`config.mk`:
```
export PLATFORM = sky130hd
export DESIGN_NAME = uart_alu_sequencer
export DESIGN_NICKNAME = d
export VERILOG_FILES = /design/src/rtl/uart_alu_sequencer.sv
export SDC_FILE = /design/constraint.sdc
export NUM_CORES = 1
export LEC_CHECK = 0
export CORE_ASPECT_RATIO = 1.75
export CORE_MARGIN = 2
export CORE_UTILIZATION = 45
export CTS_CLUSTER_SIZE = 24
export DETAILED_ROUTE_END_ITERATION = 6
export PLACE_DENSITY = 0.74
export RECOVER_POWER = 50
export SYNTH_ARGS = -nofsm -noshare
export SYNTH_HDL_FRONTEND = slang
export SYNTH_SLANG_ARGS = --single-unit
```
`constraint.sdc`:
```
create_clock -name CLK -period 1.65 [get_ports CLK]
set_input_delay 0.2475 -clock CLK [delete_from_list [all_inputs] [get_ports CLK]]
set_output_delay 0.2475 -clock CLK [all_outputs]
set_load 0.01 [all_outputs]
```
`src/rtl/uart_alu_sequencer.sv`:
```
// Collects operand A, operand B and an opcode from the UART receiver, lets the ALU settle,
// then launches a one-byte transmission of the ALU result.
module uart_alu_sequencer #(
   parameter int NBIT_DATA      = 8,
   parameter int NBIT_OP        = 6,
   parameter int TIMEOUT_CYCLES = 50000000
) (
   input  logic                 CLK,
   input  logic                 reset,
   input  logic                 rx_done_tick,
   input  logic [NBIT_DATA-1:0] rx_data,
   input  logic                 tx_done_tick,
   input  logic [NBIT_DATA-1:0] alu_result,
   output logic [NBIT_DATA-1:0] operand_a,
   output logic [NBIT_DATA-1:0] operand_b,
   output logic [NBIT_OP-1:0]   opcode,
   output logic                 tx_start,
   output logic [NBIT_DATA-1:0] tx_data,
   output logic                 busy,
   output logic                 timeout,
   output logic                 rx_drop
);

   localparam int CNT_W = (TIMEOUT_CYCLES > 2) ? $clog2(TIMEOUT_CYCLES) : 1;
   localparam logic [CNT_W-1:0] CNT_LAST = CNT_W'(TIMEOUT_CYCLES - 1);
   localparam logic [CNT_W-1:0] CNT_ONE  = CNT_W'(1);

   typedef enum logic [2:0] {
      WAIT_A,
      WAIT_B,
      WAIT_OP,
      EXEC,
      WAIT_TX
   } state_t;

   state_t               state, state_nxt;
   logic [CNT_W-1:0]     cnt, cnt_nxt;
   logic [NBIT_DATA-1:0] operand_a_nxt, operand_b_nxt, tx_data_nxt;
   logic [NBIT_OP-1:0]   opcode_nxt;
   logic                 tx_start_nxt, timeout_nxt, rx_drop_nxt;

   always_ff @(posedge CLK or posedge reset) begin
      if (reset) begin
         state     <= WAIT_A;
         cnt       <= '0;
         operand_a <= '0;
         operand_b <= '0;
         opcode    <= '0;
         tx_data   <= '0;
         tx_start  <= 1'b0;
         timeout   <= 1'b0;
         rx_drop   <= 1'b0;
      end else begin
         state     <= state_nxt;
         cnt       <= cnt_nxt;
         operand_a <= operand_a_nxt;
         operand_b <= operand_b_nxt;
         opcode    <= opcode_nxt;
         tx_data   <= tx_data_nxt;
         tx_start  <= tx_start_nxt;
         timeout   <= timeout_nxt;
         rx_drop   <= rx_drop_nxt;
      end
   end

   // A byte arriving on the terminal-count cycle takes priority over the abort.
   always_comb begin
      state_nxt     = state;
      cnt_nxt       = '0;
      operand_a_nxt = operand_a;
      operand_b_nxt = operand_b;
      opcode_nxt    = opcode;
      tx_data_nxt   = tx_data;
      tx_start_nxt  = 1'b0;
      timeout_nxt   = 1'b0;
      rx_drop_nxt   = 1'b0;
      case (state)
         WAIT_A: begin
            if (rx_done_tick) begin
               operand_a_nxt = rx_data;
               state_nxt     = WAIT_B;
            end
         end
         WAIT_B: begin
            if (rx_done_tick) begin
               operand_b_nxt = rx_data;
               state_nxt     = WAIT_OP;
            end else if (cnt == CNT_LAST) begin
               timeout_nxt = 1'b1;
               state_nxt   = WAIT_A;
            end else begin
               cnt_nxt = cnt + CNT_ONE;
            end
         end
         WAIT_OP: begin
            if (rx_done_tick) begin
               opcode_nxt = rx_data[NBIT_OP-1:0];
               state_nxt  = EXEC;
            end else if (cnt == CNT_LAST) begin
               timeout_nxt = 1'b1;
               state_nxt   = WAIT_A;
            end else begin
               cnt_nxt = cnt + CNT_ONE;
            end
         end
         EXEC: begin
            rx_drop_nxt  = rx_done_tick;
            tx_data_nxt  = alu_result;
            tx_start_nxt = 1'b1;
            state_nxt    = WAIT_TX;
         end
         WAIT_TX: begin
            rx_drop_nxt = rx_done_tick;
            if (tx_done_tick) begin
               state_nxt = WAIT_A;
            end
         end
         default: begin
            state_nxt = WAIT_A;
         end
      endcase
   end

   assign busy = (state == EXEC) || (state == WAIT_TX);

endmodule

```
==> results.json <==
{
  "synthesis.nets": 269,
  "worst_pin_slew_ps": 529,
  "power_density_nw_per_um2": 1400,
  "via_per_inst": 5.30,
  "hp-class": "input port to async pin",
  "final.period_utilization": 1.03,
  "crit_path_end_kind": "flip-flop",
  "reg2reg_depth": 5,
  "worstSkewPairLatency_ps": 350,
  "start_kind": "flip-flop",
  "antennaDiodeCount": 0,
  "dp_hpwl_um": 4590,
  "power.switching_mw": 1.72,
  "worst_hold_slack_ps": 360,
  "first_global_vias": 2291,
  "cts_tree": "done",
  "rrSetupSlack_ps": -40,
  "drt_iter0_markers": 86,
  "drive_gt1_frac": 0.332,
  "peakVddDrop_v": 0.000627,
  "seq_area_frac_synth": 0.560,
  "first_pass_iters": 4,
  "ios": 54,
  "combPwrFrac": 0.379,
  "synth-warning-count": 0,
  "syn_inst": 248,
  "hold_viol_final": 0,
  "arrival_ps": 1920,
  "ys_top_cells_by_area": "dfrtp_1 (56%), mux2_2 (8.9%), nand2_1 (4.9%)",
  "synth_top_area_cell": "dfrtp_1",
  "worstReg2RegEnd": "cnt[16]",
  "final_nets": 377,
  "synth.top_cell.area_share": 0.560,
  "finalPower_mw": 5.70,
  "grt_max_degree": 32,
  "regArea_sq_um": 1560,
  "dp.cells": 413,
  "gp_congestion": 0.816,
  "dieArea_sq_um": 6820,
  "multi_input_area_sq_um": 1250,
  "die_y_um": 108,
  "die_width_um": 63.3,
  "clock_sink_count": 62,
  "fmaxAchievable_ghz": 0.590,
  "synth_cell_types": 42,
  "clockBufferDepth": 2,
  "internal_power_mw": 3.98,
  "instances_no_fill": 439,
  "overflow": 0,
  "grt_first_pass_wirelength_um": 10500,
  "netlist_area_sq_um": 2770,
  "clockPowerShare": 0.238,
  "ys_ff_latch": 62,
  "cp-startpoint": "cnt[21]",
  "start_util": 0.467,
  "drt-total-wl_um": 6580,
  "numCtsBuffers": 9,
  "total_leakage_power_nw": 1.67,
  "rsz0062_at_grt": "true",
  "power_frac_seq": 0.383,
  "finalWorstSetupSlack_ps": -44.3,
  "status": "finished, violations left",
  "maxCapViolCount": 0,
  "vias": 2327,
  "grt_use_total": 0.198,
  "rows": 37,
  "fillers": 465,
  "finalSetupViolations": 26,
  "ant_nets": 0,
  "clkSlewWorstSetupHoldPaths_ps": 80,
  "finish.utilization": 0.688,
  "grt_antenna_before_repair": 0,
  "clock-root-buffer": "clkbuf_8",
  "wire_per_inst_um": 15.0,
  "coreArea_sq_um": 5930,
  "drc": 0,
  "slew-limit-headroom": 0.646,
  "switching_share": 0.302,
  "cp_max_fo": 7,
  "skew_ps": 10.1,
  "violations": "negative setup slack",
  "crit_required_ps": 1870,
  "numPortBuffers": 53,
  "path_class": "flip-flop to flip-flop",
  "avgSynthCellArea_sq_um": 11.2,
  "cts-htree-levels": 3,
  "tns_ps": -447,
  "fin_crit_ps": 1690,
  "r2r_start": "cnt[21]",
  "slew_viol_final": 0,
  "syn2layout_area_growth_pct": 47.2
}
==> repair_timing <==
item	in CTS	in global routing
hold buffers	0	0
buffers inserted	3	5
setup endpoints to repair	9	27
gates resized for setup	6	21
pin swaps	0	11
gates cloned	0	2
==> worst max path at each step <==
stage / to / slack [ps]
6_report: cnt[16] / -40
5_1_grt: cnt[16] / -60
4_1_cts: cnt[20] / -0.3
3_5_place_dp: cnt[20] / -80
3_3_place_gp: cnt[18] / -7
2_1_floorplan: cnt[22] / -9
==> routing by layer <==
metal	wire length, um	vias up	global-route usage
met4	149	0	0.0932
met5	0	-	0
met2	3760	61	0.362
met1	2420	1140	0.210
met3	253	16	0.0492
li1	-	1110	-
==> final cells by class <==
cell class	count	share of cell area
flip-flops and latches	62	0.382
clock inverters	6	0.0172
multi-input cells	177	0.306
repair buffers	102	0.233
clock buffers	10	0.0338
well taps	78	0.0239
inverters	4	0.00399
==> worst max-delay path, stage by stage (launching register included) <==
cell	delay (ps)
dfrtp_1	410
nand4_1	210
or3_4	460
o21ai_4	240
clkbuf_16	210
a21oi_1	40
==> flip-flops by register name, indices dropped and copies added (netlist names) <==
| signal | count |
|---|---|
| cnt | 26 |
| operand_a | 8 |
| operand_b | 8 |
| tx_data | 8 |
| opcode | 6 |
| state | 3 |
| rx_drop | 1 |
| timeout | 1 |
| tx_start | 1 |
==> synth_stat cells <==
cell      instances
nor4bb_1          1
and3_4            1
clkbuf_1          1
o41ai_1           1
and3_1            1
or4_1             6
nor4_1            2
clkinv_1          1
dfrtp_1          62
xnor2_1           7
or2_1             1
or4_4             2
inv_1             3
xor2_1            5
mux2_2           22
nor3_2            1
o31ai_1           8
nand3b_1          1
nand3_2           2
nand4_1           9
o21ai_0           5
and3_2            1
a211oi_1          1
buf_6             2
or4b_1            1
o32ai_1           1
o21ai_2           1
nor4b_1           1
buf_4             2
nand2b_1          4
nand3_1           8
nor3_1            4
and4_2            1
nor2_1           19
a21oi_1          11
and2_1            3
or3_1             4
ha_1              1
nand2_1          36
and4_1            2
nor3b_1           1
a21oi_2           2
==> through the flow <==
stage / setup WS (ps) / instance area [sq um]
finish: -44.3 / 4080
global route: -61.7 / 4080
CTS: -0.279 / 3950
detailed placement: -79.5 / 3700
global placement: -7.19 / 3700
floorplan: -8.86 / 2800
==> power groups by stage <==
stage	registers, mW	clock network (mW)	logic [mW]
2_1_floorplan	2.39	0	0.745
3_3_place_gp	2.21	0	2.01
3_5_place_dp	2.24	0	2.05
4_1_cts	2.19	1.40	2.09
5_1_grt	2.24	1.47	2.32
6_report	2.18	1.36	2.16
==> kinds of logic after synthesis <==
family,count (synthesis),synth area share
and+or+nand+nor,112,0.218
DFF,62,0.560
AOI/OAI and AO/OA,30,0.0691
muxes,22,0.0895
xor gates and xnor gates,12,0.0380
buffers and inverters,9,0.0203
adders and majority gates,1,0.00452
==> placed cells by master, fill, tap and decap left out, types with 7 or more instances in the layout <==
master           netlist  routed
a21oi_1               11       8
buf_4                  2      42
clkbuf_8               0      10
clkdlybuf4s50_1        0      51
dfrtp_1               62      57
mux2_2                22      22
nand2_1               36      35
nand3_1                8       8
nand4_1                9       9
nor2_1                19      18
o31ai_1                8       8
xnor2_1                7       7
(Power assumes the default switching activity.)
